**config.mk**
```make
export PLATFORM = sky130hd
export DESIGN_NAME = cpu_sequencer_flat
export DESIGN_NICKNAME = d
export VERILOG_FILES = /design/src/rtl/cpu_sequencer_if.sv /design/src/rtl/cpu_sequencer.sv /design/src/flat_wrapper.sv
export SDC_FILE = /design/constraint.sdc
export NUM_CORES = 1
export LEC_CHECK = 0
export BUFFER_PORTS_ARGS = -buffer_cell sky130_fd_sc_hd__buf_2
export CORE_UTILIZATION = 47
export CTS_BUF_LIST = sky130_fd_sc_hd__clkbuf_8
export CTS_CLUSTER_DIAMETER = 120
export DETAILED_ROUTE_END_ITERATION = 16
export GPL_TIMING_DRIVEN = 0
export PLACE_DENSITY = 0.77
export RECOVER_POWER = 100
export SLEW_MARGIN = 10
export SYNTH_ARGS = -nofsm -noshare
export SYNTH_HDL_FRONTEND = slang
export SYNTH_SLANG_ARGS = --single-unit
```
**constraint.sdc**
```tcl
create_clock -name clk -period 5.05 [get_ports clk]
set_clock_uncertainty 0.05 [all_clocks]
set_input_delay 0.2525 -clock clk [delete_from_list [all_inputs] [get_ports clk]]
set_output_delay 0.2525 -clock clk [all_outputs]
set_load 0.01 [all_outputs]
```
**src/rtl/cpu_sequencer_if.sv**
```systemverilog
// ============================================================================
// Module      : cpu_sequencer_if
// Description : Handshaked instruction-fetch port between sequencer and imem.
// Revision    : 1.0  initial release
// ============================================================================
`default_nettype none

interface cpu_sequencer_if;
  logic        imem_req;
  logic [31:0] imem_addr;
  logic        imem_ready;
  logic [31:0] imem_rdata;

  modport master (output imem_req, imem_addr, input imem_ready, imem_rdata);
  modport slave  (input imem_req, imem_addr, output imem_ready, imem_rdata);
endinterface

`default_nettype wire

```
**src/rtl/cpu_sequencer.sv**
```systemverilog
// ============================================================================
// Module      : cpu_sequencer
// Description : Multi-cycle FETCH/DECODE/EXECUTE/WRITEBACK controller for an
//               RV32I integer-ALU datapath. Define CPU_SEQUENCER_PERF_EN to add
//               cycle_count / instret_count performance counters.
// Revision    : 1.0  initial release
// ============================================================================
`default_nettype none

module cpu_sequencer #(
  parameter logic [31:0] PC_RESET = 32'h0000_0000,
  parameter int unsigned MAX_WAIT = 15
) (
  input  wire logic             clk,
  input  wire logic             reset,
  input  wire logic             start,
  input  wire logic             stop,
  cpu_sequencer_if.master       imem,
  output logic [31:0]           pc_out,
  output logic [31:0]           instr,
  output logic [4:0]            rs1,
  output logic [4:0]            rs2,
  output logic [4:0]            rd,
  output logic [31:0]           imm_ext,
  output logic                  use_imm,
  output logic [2:0]            alu_op,
  output logic                  reg_write,
  output logic                  busy,
  output logic                  halted,
  output logic [1:0]            err
`ifdef CPU_SEQUENCER_PERF_EN
  ,
  output logic [31:0]           cycle_count,
  output logic [31:0]           instret_count
`endif
);

  typedef enum logic [2:0] {
    S_IDLE      = 3'd0,
    S_FETCH     = 3'd1,
    S_DECODE    = 3'd2,
    S_EXECUTE   = 3'd3,
    S_WRITEBACK = 3'd4,
    S_HALT      = 3'd5
  } state_t;

  localparam logic [6:0] c_op_r        = 7'b0110011;
  localparam logic [6:0] c_op_i        = 7'b0010011;
  localparam logic [6:0] c_f7_alt      = 7'b0100000;
  localparam logic [1:0] c_err_none    = 2'd0;
  localparam logic [1:0] c_err_illegal = 2'd1;
  localparam logic [1:0] c_err_timeout = 2'd2;
  localparam logic [7:0] c_wait_last   = 8'(MAX_WAIT - 1);

  state_t      r_state, w_state_next;
  logic [31:0] r_pc, r_ir;
  logic [7:0]  r_wait;
  logic [1:0]  r_err, w_err_next;
  logic [6:0]  w_opcode, w_funct7;
  logic [2:0]  w_funct3, w_alu_op;
  logic        w_is_r, w_is_i, w_legal;

  assign w_opcode = r_ir[6:0];
  assign w_funct3 = r_ir[14:12];
  assign w_funct7 = r_ir[31:25];
  assign w_is_r   = (w_opcode == c_op_r);
  assign w_is_i   = (w_opcode == c_op_i);

  // Decode is purely a function of IR, so it stays stable until the next fetch.
  always_comb begin
    w_legal  = 1'b0;
    w_alu_op = 3'd0;
    case (w_funct3)
      3'b000:  w_alu_op = (w_is_r && w_funct7 == c_f7_alt) ? 3'd1 : 3'd0;
      3'b001:  w_alu_op = 3'd5;
      3'b010:  w_alu_op = 3'd7;
      3'b100:  w_alu_op = 3'd4;
      3'b101:  w_alu_op = 3'd6;
      3'b110:  w_alu_op = 3'd3;
      3'b111:  w_alu_op = 3'd2;
      default: w_alu_op = 3'd0;
    endcase
    if (w_is_r) begin
      w_legal = ((w_funct7 == 7'd0) && (w_funct3 != 3'b011)) ||
                ((w_funct7 == c_f7_alt) && (w_funct3 == 3'b000));
    end else if (w_is_i) begin
      case (w_funct3)
        3'b001, 3'b101: w_legal = (w_funct7 == 7'd0);
        3'b011:         w_legal = 1'b0;
        default:        w_legal = 1'b1;
      endcase
    end
  end

  always_comb begin
    w_state_next = r_state;
    w_err_next   = r_err;
    case (r_state)
      S_IDLE:      if (start) w_state_next = S_FETCH;
      S_FETCH: begin
        // A ready in the final allowed cycle still completes the fetch.
        if (imem.imem_ready) begin
          w_state_next = S_DECODE;
        end else if (r_wait == c_wait_last) begin
          w_state_next = S_HALT;
          w_err_next   = c_err_timeout;
        end
      end
      S_DECODE: begin
        if (r_ir == 32'd0) begin
          w_state_next = S_HALT;
          w_err_next   = c_err_none;
        end else if (w_legal) begin
          w_state_next = S_EXECUTE;
        end else begin
          w_state_next = S_HALT;
          w_err_next   = c_err_illegal;
        end
      end
      S_EXECUTE:   w_state_next = S_WRITEBACK;
      S_WRITEBACK: w_state_next = stop ? S_IDLE : S_FETCH;
      S_HALT:      w_state_next = S_HALT;
      default:     w_state_next = S_IDLE;
    endcase
  end

  always_ff @(posedge clk or negedge reset) begin
    if (!reset) begin
      r_state <= S_IDLE;
      r_pc    <= PC_RESET;
      r_ir    <= 32'd0;
      r_wait  <= 8'd0;
      r_err   <= c_err_none;
    end else begin
      r_state <= w_state_next;
      r_err   <= w_err_next;
      if (r_state == S_IDLE && start)           r_pc <= PC_RESET;
      else if (r_state == S_WRITEBACK)          r_pc <= r_pc + 32'd4;
      if (r_state == S_FETCH && imem.imem_ready) r_ir <= imem.imem_rdata;
      r_wait <= (r_state == S_FETCH && w_state_next == S_FETCH) ? r_wait + 8'd1 : 8'd0;
    end
  end

`ifdef CPU_SEQUENCER_PERF_EN
  logic [31:0] r_cycle_count, r_instret_count;

  always_ff @(posedge clk or negedge reset) begin
    if (!reset) begin
      r_cycle_count   <= 32'd0;
      r_instret_count <= 32'd0;
    end else begin
      if (busy)                     r_cycle_count   <= r_cycle_count + 32'd1;
      if (r_state == S_WRITEBACK)   r_instret_count <= r_instret_count + 32'd1;
    end
  end

  assign cycle_count   = r_cycle_count;
  assign instret_count = r_instret_count;
`endif

  assign imem.imem_req  = (r_state == S_FETCH);
  assign imem.imem_addr = r_pc;
  assign pc_out         = r_pc;
  assign instr          = r_ir;
  assign rs1            = r_ir[19:15];
  assign rs2            = r_ir[24:20];
  assign rd             = r_ir[11:7];
  assign imm_ext        = {{20{r_ir[31]}}, r_ir[31:20]};
  assign use_imm        = w_is_i;
  assign alu_op         = w_alu_op;
  assign reg_write      = (r_state == S_WRITEBACK) && (r_ir[11:7] != 5'd0);
  assign busy           = (r_state != S_IDLE) && (r_state != S_HALT);
  assign halted         = (r_state == S_HALT);
  assign err            = r_err;

endmodule

`default_nettype wire

```
**src/flat_wrapper.sv**
```systemverilog
// flat-port wrapper written by rule: the top's interface ports become plain ports
module cpu_sequencer_flat 
#(
  parameter logic [31:0] PC_RESET = 32'h0000_0000,
  parameter int unsigned MAX_WAIT = 15
)
  (clk, reset, start, stop, pc_out, instr, rs1, rs2, rd, imm_ext, use_imm, alu_op, reg_write, busy, halted, err, imem_imem_req, imem_imem_addr, imem_imem_ready, imem_imem_rdata);
  cpu_sequencer_if imem_i ();
  input  wire logic clk;
  input  wire logic reset;
  input  wire logic start;
  input  wire logic stop;
  output logic [31:0] pc_out;
  output logic [31:0] instr;
  output logic [4:0] rs1;
  output logic [4:0] rs2;
  output logic [4:0] rd;
  output logic [31:0] imm_ext;
  output logic use_imm;
  output logic [2:0] alu_op;
  output logic reg_write;
  output logic busy;
  output logic halted;
  output logic [1:0] err;
  output wire logic [$bits(imem_i.imem_req)-1:0] imem_imem_req;
  output wire logic [$bits(imem_i.imem_addr)-1:0] imem_imem_addr;
  input wire logic [$bits(imem_i.imem_ready)-1:0] imem_imem_ready;
  input wire logic [$bits(imem_i.imem_rdata)-1:0] imem_imem_rdata;
  assign imem_imem_req = imem_i.imem_req;
  assign imem_imem_addr = imem_i.imem_addr;
  assign imem_i.imem_ready = imem_imem_ready;
  assign imem_i.imem_rdata = imem_imem_rdata;
  cpu_sequencer #(.PC_RESET(PC_RESET), .MAX_WAIT(MAX_WAIT)) u_core (.clk(clk), .reset(reset), .start(start), .stop(stop), .imem(imem_i), .pc_out(pc_out), .instr(instr), .rs1(rs1), .rs2(rs2), .rd(rd), .imm_ext(imm_ext), .use_imm(use_imm), .alu_op(alu_op), .reg_write(reg_write), .busy(busy), .halted(halted), .err(err));
endmodule
```
==> flow_summary.toml, run 1 <==
[global_routing]
grt_pass1_vias = 3375
grt_pass1_wl_um = 16400
grt_usage_pct = 21.6
antenna_found_initial = 0
gr-total-overflow = 0
grt_max_degree = 64

[placement]
dp_slack_ns = 2.58
dp_cells = 717
place_hpwl_um = 7660
place_area_um2 = 5330
finalWeightedCongestion = 0.769
port_buffers = 185

[finish]
final_area_um2 = 5440
nFillCells = 803
seqCellArea_um2 = 1880
layout-drive-gt1-share_pct = 38.5
syn2layout_area_growth_pct = 28.9
multiInputGateArea_um2 = 1610
n_antenna_cell = 0
final_nets = 661
stdcell_count = 734

[logic_synthesis]
yosysSeqAreaShare_pct = 44.4
synth_edf_count = 0
synthCells = 420
synth.distinct_cells = 51
ys.warnings.count = 0
synth-seq-cells = 75
synth_area_per_cell_um2 = 10.1
synthArstFlopShare_pct = 100
synth-main-ff-cell = "dfrtp_1"
syn_area_um2 = 4220

[power_and_ir_drop]
peakVddDrop_v = 0.000385
p_leak_nw = 2.68
pwr_density_cell_nw_per_um2 = 527
finalPower_mw = 2.87

[clock_tree]
root_buffer = "clkbuf_8"
cts_tree = "done"
htree_levels = 3
clock_path_buffers = 2
cts.sinks = 75
path_clk_slew_ns = 0.08
clk_latency_ns = 0.35
numCtsBuffers = 9
post_cts_buffers = 0

[timing]
fin_ws_ns = 2.22
rsz0062_at_grt = "no"
tightest_slew_ns = 0.883
max_freq_mhz = 354
fin_crit_sh_pct = 55.9
slew_headroom_pct = 41.0
hold_violations = 0
setup_viol = 0
final.min_clock_period_ns = 2.83
setup-tns-final_ns = 0
maxSlewViolCount = 0

[floorplan]
rows = 34
ioPinCount = 190
die_w_um = 96.8
start_util_pct = 48.4
die_height_um = 96.8
core_um2 = 8720
dieArea_um2 = 9370

[run_status]
status = "finished clean"

[route]
ant_nets = 0
route.detailed.drc = 0
drt-vias-per-instance = 5.03
detailedRoute.firstIterationViolations = 156
vias = 3689
totalWireLength_um = 10200
firstDrtPassIters = 4
wire_per_inst_um = 13.9

[hold_path]
min-delay-start = "imem_imem_rdata[5]"
hold_class = "primary input to flip-flop"

[worst_setup_path]
cp-start-kind = "flip-flop"
worstSetupStartpoint = "u_core.instr[31]"
rrSetupSlack_ns = 2.31
worstPathMaxFanout = 24
arrival_ns = 2.52
endpoint_kind = "output port"
cp.required_ns = 4.75
r2r-start = "u_core.r_state[1]"
crit_type = "flip-flop to output port"

[flow_run]
maxCapViolations = 0
## report_power, final
part | internal (mW) | leakage, nW | switching (mW) | total [mW]
clock | 0.339 | 0.125 | 0.223 | 0.561
sequential | 0.765 | 0.969 | 0.207 | 0.972
combinational | 0.675 | 1.58 | 0.661 | 1.34
total | 1.78 | 2.68 | 1.09 | 2.87
## layout by cell type, fill, tap and decap left out, types with 10 or more instances in the layout
cell / Yosys / routed
a21oi_1: 11 / 11
and3_1: 10 / 10
buf_2: 4 / 111
clkbuf_1: 9 / 89
clkbuf_4: 0 / 75
clkbuf_8: 0 / 10
dfrtp_1: 75 / 75
inv_1: 8 / 10
mux2_2: 30 / 30
mux2i_1: 10 / 10
nand2_1: 28 / 28
nand3_1: 21 / 21
nor2_1: 19 / 19
nor3_1: 8 / 10
o21ai_0: 18 / 18
o31ai_1: 11 / 11
## kinds of logic (layout without fill, tap and decap cells)
group | after synthesis | count (layout) | synth area share (%)
AOI/OAI and AO/OA | 61 | 61 | 9.27
adders and majority gates | 3 | 3 | 0.889
other | 1 | 4 | 0.0888
muxes | 40 | 40 | 10.4
DFF | 75 | 75 | 44.4
and+or+nand+nor | 128 | 128 | 16.7
xor gates and xnor gates | 7 | 7 | 1.45
buffers and inverters | 105 | 308 | 16.8
## metal layers
| layer | wire [µm] | vias up | track usage, % |
|---|---|---|---|
| met3 | 641 | 14 | 5.92 |
| met4 | 158 | 0 | 7.00 |
| met1 | 4560 | 1755 | 28.0 |
| met5 | 0 | - | 0 |
| met2 | 4870 | 133 | 34.9 |
| li1 | - | 1787 | - |
## critical path, stage by stage (launching register included)
cell      delay (ns)
dfrtp_1         0.61
nor4_1          0.66
and4_1          0.36
a21oi_1         0.09
o31ai_1         0.26
clkbuf_1        0.20
## stage by stage
step           hold slack [ns]  utilization [%]
6_report                0.0625             62.4
5_1_grt                 0.0654             62.4
4_1_cts                 0.0484             64.0
3_5_place_dp            0.0639             61.1
3_3_place_gp             0.406             60.7
2_1_floorplan          -0.0931                -
## worst paths after layout
path	endpoint	depth (start not counted)
max	alu_op[0]	5
min	u_core.instr[5]	3
max reg2reg	u_core.imem.imem_addr[27]	7
min reg2reg	u_core.r_wait[0]	1
max in group asynchronous	u_core.imem.imem_addr[16]	3
min in group asynchronous	u_core.imem.imem_addr[29]	2
## registers in the layout, indices dropped and copies added, names as in the netlist
signal and cells:
u_core.r_wait 8, u_core.instr 32, u_core.r_state 3, u_core.imem.imem_addr 30
u_core.err 2
## synthesized netlist by cell type, types with 2 or more instances
library cell / n / share of area [%]
a21oi_1: 11 / 1.3
a31oi_1: 2 / 0.30
and2_1: 7 / 1.0
and3_1: 10 / 1.5
and4_1: 5 / 1.0
buf_2: 4 / 0.47
buf_4: 82 / 15
clkbuf_1: 9 / 0.80
dfrtp_1: 75 / 44
ha_1: 3 / 0.89
inv_1: 8 / 0.71
mux2_2: 30 / 8.0
mux2i_1: 10 / 2.4
nand2_1: 28 / 2.5
nand2b_1: 3 / 0.44
nand3_1: 21 / 2.5
nand3b_1: 2 / 0.36
nand4_1: 7 / 1.0
nor2_1: 19 / 1.7
nor3_1: 8 / 0.95
nor3_4: 2 / 0.77
nor4_1: 5 / 0.74
o211ai_1: 8 / 1.4
o21a_1: 2 / 0.36
o21ai_0: 18 / 2.1
o31ai_1: 11 / 2.0
xnor2_1: 3 / 0.62
xor2_1: 4 / 0.83
## repair_timing
| action | 4_1_cts | 5_1_grt |
|---|---|---|
| endpoints found under the hold margin | 18 | 0 |
| setup endpoints to repair | 0 | 0 |
| gates resized for setup | 0 | 0 |
| hold buffers | 1 | 0 |
## area by class of cell
type / instances / share of cell area [%]
Inverter: 8 / 0.552
Clock buffer: 10 / 2.53
Multi-Input combinational cell: 243 / 29.7
Clock inverter: 6 / 1.93
Buffer: 97 / 12.3
Timing Repair Buffer: 187 / 16.0
Sequential cell: 75 / 34.5
Tap cell: 108 / 2.48
Power figures use the tool's default switching activity.
==> run 2: changes to the inputs <==
==> constraint.sdc (replaced) <==
create_clock -name clk -period 2.85 [get_ports clk]
set_clock_uncertainty 0.05 [all_clocks]
set_input_delay 0.1425 -clock clk [delete_from_list [all_inputs] [get_ports clk]]
set_output_delay 0.1425 -clock clk [all_outputs]
set_load 0.01 [all_outputs]
==> run 2 against run 1 <==
  * Global-route usage grew 1.5 points
  * Final cell count grew 4.4%
  * Power grew 80%
  * Sequential cell count is the same
  * Non-clock buffer count grew 32
  * Final area grew 6.2%
  * Via count grew 4.0%
  * Critical path type is now flip-flop to flip-flop
  * Critical endpoint is now u_core.instr[24]
  * Highest routed layer unchanged
==> flow_summary.toml, run 2 (synthesis results as in run 1) <==
[route]
detailedRoute.firstIterationViolations = 168
totalWireLength_um = 11000
vias = 3835
route.detailed.drc = 0
wire_per_inst_um = 14.3
ant_nets = 0
firstDrtPassIters = 4
drt-vias-per-instance = 5.01

[flow_run]
maxCapViolations = 0

[floorplan]
ioPinCount = 190
start_util_pct = 48.4
dieArea_um2 = 9370
die_w_um = 96.8
die_height_um = 96.8
rows = 34
core_um2 = 8720

[placement]
finalWeightedCongestion = 0.769
place_hpwl_um = 7660
port_buffers = 185

[worst_setup_path]
cp.required_ns = 3.02
critical-path-slowest-cell = "clkbuf_1"
cp_slowest_stage_delay_ns = 0.50
crit_path_cell_trace = "clkbuf_1, nor2_1, and3_1, clkbuf_1, clkbuf_1, mux2_2"
cp_top_family = "buffers and inverters"
cp-start-kind = "flip-flop"
cp_num_buf_inv = 3
arrival_ns = 2.67
crit_type = "flip-flop to flip-flop"
endpoint_kind = "flip-flop"
worstPathMaxFanout = 10
crit_top_cell = "clkbuf_1"

[finish]
final_common_cell = "buf_2"
final_nets = 693
nFillCells = 740
utilization_pct = 66.3
largest_reg_flops = 32
multiInputGateArea_um2 = 1630
seqCellArea_um2 = 1880
layout-drive-gt1-share_pct = 37.1
n_antenna_cell = 0
syn2layout_area_growth_pct = 36.9
final_cell_mix = "buf_2, clkbuf_1, clkbuf_4, dfrtp_1, dlygate4sd3_1"

[timing]
tightest_slew_ns = 0.881
hold_violations = 0
final.min_clock_period_ns = 2.50
slew_headroom_pct = 41.2
max_freq_mhz = 400
maxSlewViolCount = 0
rsz0062_at_grt = "no"
holdWs_ns = 0.0992
setup-tns-final_ns = 0
setup_viol = 0
fin_crit_sh_pct = 87.6

[global_routing]
grt_pass1_vias = 3614
grt_pass1_wl_um = 17500
grt_max_degree = 64
antenna_found_initial = 0
gr-total-overflow = 0
grt_usage_pct = 23.1

[clock_tree]
cts_tree = "done"
cts.sinks = 75
clock_path_buffers = 2
post_cts_buffers = 0
htree_levels = 3
numCtsBuffers = 9
path_clk_slew_ns = 0.07
clk_latency_ns = 0.34
root_buffer = "clkbuf_8"

[power_and_ir_drop]
p_leak_nw = 2.83
peakVddDrop_v = 0.000650
pwr_density_cell_nw_per_um2 = 896
finalPower_mw = 5.18

[hold_path]
hold_class = "primary input to flip-flop"

[run_status]
status = "finished clean"
run 2: changes by cell type in the layout (fill, tap and decap cells not counted), sizes merged:
cell / change
dlygate4sd3: +32
run 2: worst paths after layout:
check	startpoint	end	slack [ns]	cells after the start
setup / recovery	u_core.r_state[1]	u_core.instr[24]	0.35	6
hold / removal	stop	u_core.r_state[0]	0.1	4
setup reg to reg	u_core.r_state[1]	u_core.instr[24]	0.35	6
hold reg to reg	u_core.r_wait[0]	u_core.r_wait[0]	0.47	1
max in group asynchronous	reset	u_core.r_wait[7]	1.62	3
min in group asynchronous	reset	u_core.imem.imem_addr[29]	0.35	2
run 2: area by class of cell:
class                           count  share of cell area, %
Buffer                             97                   11.6
Clock buffer                       10                   2.38
Clock inverter                      6                   1.82
Inverter                            8                  0.519
Multi-Input combinational cell    243                   28.2
Sequential cell                    75                   32.5
Tap cell                          108                   2.34
Timing Repair Buffer              219                   20.6
run 2: power by group:
group | switching, mW | leakage (nW) | internal (mW)
Combinational | 1.22 | 1.73 | 1.23
Clock | 0.395 | 0.125 | 0.600
Sequential | 0.376 | 0.969 | 1.35
Total | 1.99 | 2.83 | 3.18
run 2: per-stage QoR:
step / std cells / setup WS [ns] / cell area, µm²
2_1_floorplan: 423 / 0.918 / 4230
3_3_place_gp: 716 / 0.594 / 5300
3_5_place_dp: 717 / 0.379 / 5330
4_1_cts: 766 / 0.100 / 5900
5_1_grt: 766 / 0.135 / 5780
6_report: 766 / 0.353 / 5780
run 2: repair_timing:
action,CTS,global route
resized for setup,0,1
hold buffers,33,0
hold endpoints to repair,107,0
setup endpoints to repair,0,1
run 2: per-layer routing:
layer  routed length (µm)  up-vias  share of wire, %  track usage (%)
li1                     -     1852                 -                -
met5                    0        -                 0                0
met3                  712       15               6.5             6.14
met1                 4600     1825                42             29.0
met4                  174        0               1.6             8.15
met2                 5470      143                50             38.4
run 2: worst register-to-register path, cell delays in order (launching register included):
cell	delay [ns]
dfrtp_1	0.36
clkbuf_1	0.17
nor2_1	0.23
and3_1	0.18
clkbuf_1	0.50
clkbuf_1	0.48
mux2_2	0.40
==> run 3: changes to the inputs <==
--- a/config.mk
+++ b/config.mk
@@ -6,11 +6,12 @@
 export NUM_CORES = 1
 export LEC_CHECK = 0
 export BUFFER_PORTS_ARGS = -buffer_cell sky130_fd_sc_hd__buf_2
+export CAP_MARGIN = 20
 export CORE_UTILIZATION = 47
 export CTS_BUF_LIST = sky130_fd_sc_hd__clkbuf_8
 export CTS_CLUSTER_DIAMETER = 120
 export DETAILED_ROUTE_END_ITERATION = 16
-export GPL_TIMING_DRIVEN = 0
+export MAX_ROUTING_LAYER = met4
 export PLACE_DENSITY = 0.77
 export RECOVER_POWER = 100
 export SLEW_MARGIN = 10
==> run 3 against run 2 <==
  * The run now ends with capacitance limit, slew limit left
  * Via count fell by 8.7%
  * Count of clock-buffer cells in the layout is 1 lower
  * Clock power is 16% lower
==> flow_summary.toml, run 3 (synthesis results as in run 1) <==
[timing]
holdWs_ns = 0.102
setup_viol = 0
setup-tns-final_ns = 0
max_freq_mhz = 396
fin_crit_sh_pct = 88.6
rsz0062_at_grt = "no"
slew_headroom_pct = -23.8
hold_violations = 0
maxSlewViolCount = 76
tightest_slew_ns = 1.86
final.min_clock_period_ns = 2.52

[clock_tree]
clock_path_buffers = 2
cts_tree = "done"
cts.sinks = 75
numCtsBuffers = 9
path_clk_slew_ns = 0.10
root_buffer = "clkbuf_8"
clk_latency_ns = 0.35
htree_levels = 3

[worst_setup_path]
worstPathMaxFanout = 24
cp.required_ns = 2.66
cp_slowest_stage_delay_ns = 0.61
endpoint_kind = "output port"
crit_type = "flip-flop to output port"
critical-path-slowest-cell = "dfrtp_1"
cp-start-kind = "flip-flop"
crit_path_cell_trace = "nor4_1, and4_1, a21oi_1, o31ai_1, buf_2"
arrival_ns = 2.33

[power_and_ir_drop]
peakVddDrop_v = 0.000556
combPwrFrac_pct = 40.3
pwr-share-seq_pct = 40.6
finalPower_mw = 4.39
p_sw_share_pct = 43.2
p_leak_nw = 2.12
power_frac_clock_pct = 19.1
p_sw_mw = 1.90
p_int_mw = 2.50
pwr_density_cell_nw_per_um2 = 888

[finish]
nFillCells = 816
final_nets = 598
layout-drive-gt1-share_pct = 15.6
n_antenna_cell = 0
largest_reg_flops = 32
final_common_cell = "clkbuf_1"
final_cell_mix = "clkbuf_1, dfrtp_1, buf_2, dlygate4sd3_1, mux2_2"
syn2layout_area_growth_pct = 17.1

[floorplan]
die_height_um = 96.8
start_util_pct = 48.4
rows = 34
ioPinCount = 190
dieArea_um2 = 9370
core_um2 = 8720
die_w_um = 96.8

[global_routing]
gr-total-overflow = 0
grt_pass1_wl_um = 16600
grt_usage_pct = 22.4
grt_max_degree = 76
grt_pass1_vias = 3309
antenna_found_initial = 0

[route]
firstDrtPassIters = 4
ant_nets = 0
vias = 3502
drt-vias-per-instance = 5.22
wire_per_inst_um = 15.0
detailedRoute.firstIterationViolations = 128
route.detailed.drc = 0
totalWireLength_um = 10100

[run_status]
status = "complete, but fails checks"
violations = "capacitance limit, slew limit"

[placement]
finalWeightedCongestion = 0.804
place_hpwl_um = 6940
port_buffers = 185

[flow_run]
maxCapViolations = 1

[hold_path]
hold_class = "primary input to flip-flop"
[run 3: repair_timing]
item | in CTS | in global routing
hold buffers | 33 | 0
hold endpoints to repair | 107 | 0
setup buffers | 0 | 0
resized for setup | 0 | 0
[run 3: cell type report]
type / count / area (µm²) / share of cell area, %
Inverter: 8 / 30.0 / 0.607
Sequential cell: 75 / 1880 / 37.9
Clock buffer: 9 / 124 / 2.50
Multi-Input combinational cell: 243 / 1610 / 32.6
Timing Repair Buffer: 221 / 1090 / 22.0
Clock inverter: 7 / 77.6 / 1.57
Tap cell: 108 / 135 / 2.73
[run 3: final timing paths]
path | end | cells after the start | slack, ns | start
min | u_core.r_state[0] | 4 | 0.10 | stop
min reg2reg | u_core.imem.imem_addr[31] | 1 | 0.47 | u_core.imem.imem_addr[31]
max reg2reg | u_core.imem.imem_addr[29] | 5 | 0.34 | u_core.r_state[0]
max | alu_op[0] | 5 | 0.33 | u_core.instr[31]
min in group asynchronous | u_core.imem.imem_addr[29] | 2 | 0.80 | reset
max in group asynchronous | u_core.instr[20] | 2 | 0.84 | reset
[run 3: power by group through the flow]
| stage | Sequential [mW] | Clock (mW) | Combinational (mW) |
|---|---|---|---|
| 4_1_cts | 1.76 | 0.863 | 1.95 |
| 3_3_place_gp | 1.74 | 0 | 1.89 |
| 6_report | 1.78 | 0.839 | 1.77 |
| 3_5_place_dp | 1.77 | 0 | 1.91 |
| 2_1_floorplan | 1.78 | 0 | 1.49 |
| 5_1_grt | 1.84 | 0.912 | 1.92 |
[run 3: routing by layer]
layer | vias up | wire, µm | GRT usage (%)
li1 | 1668 | - | -
met1 | 1707 | 4490 | 28.8
met2 | 117 | 4980 | 35.7
met3 | 10 | 495 | 5.13
met4 | 0 | 113 | 6.31
met5 | - | 0 | -
[run 3: worst max-delay path, delay by kind of cell (launching register included)]
family	cells	cell delay [ns]
AO/OA/AOI/OAI	2	0.27
buffers and inverters	1	0.18
flip-flops	1	0.61
AND/OR/NAND/NOR	2	0.92
[run 3: per-stage QoR]
step	instances	util, %	instance area [µm²]	setup WS, ns
finish	671	56.7	4950	0.325
detailed placement	622	53.2	4640	0.636
global route	671	56.7	4950	0.103
floorplan	423	-	4230	0.918
global placement	622	53.2	4640	0.797
CTS	671	59.3	5170	0.351
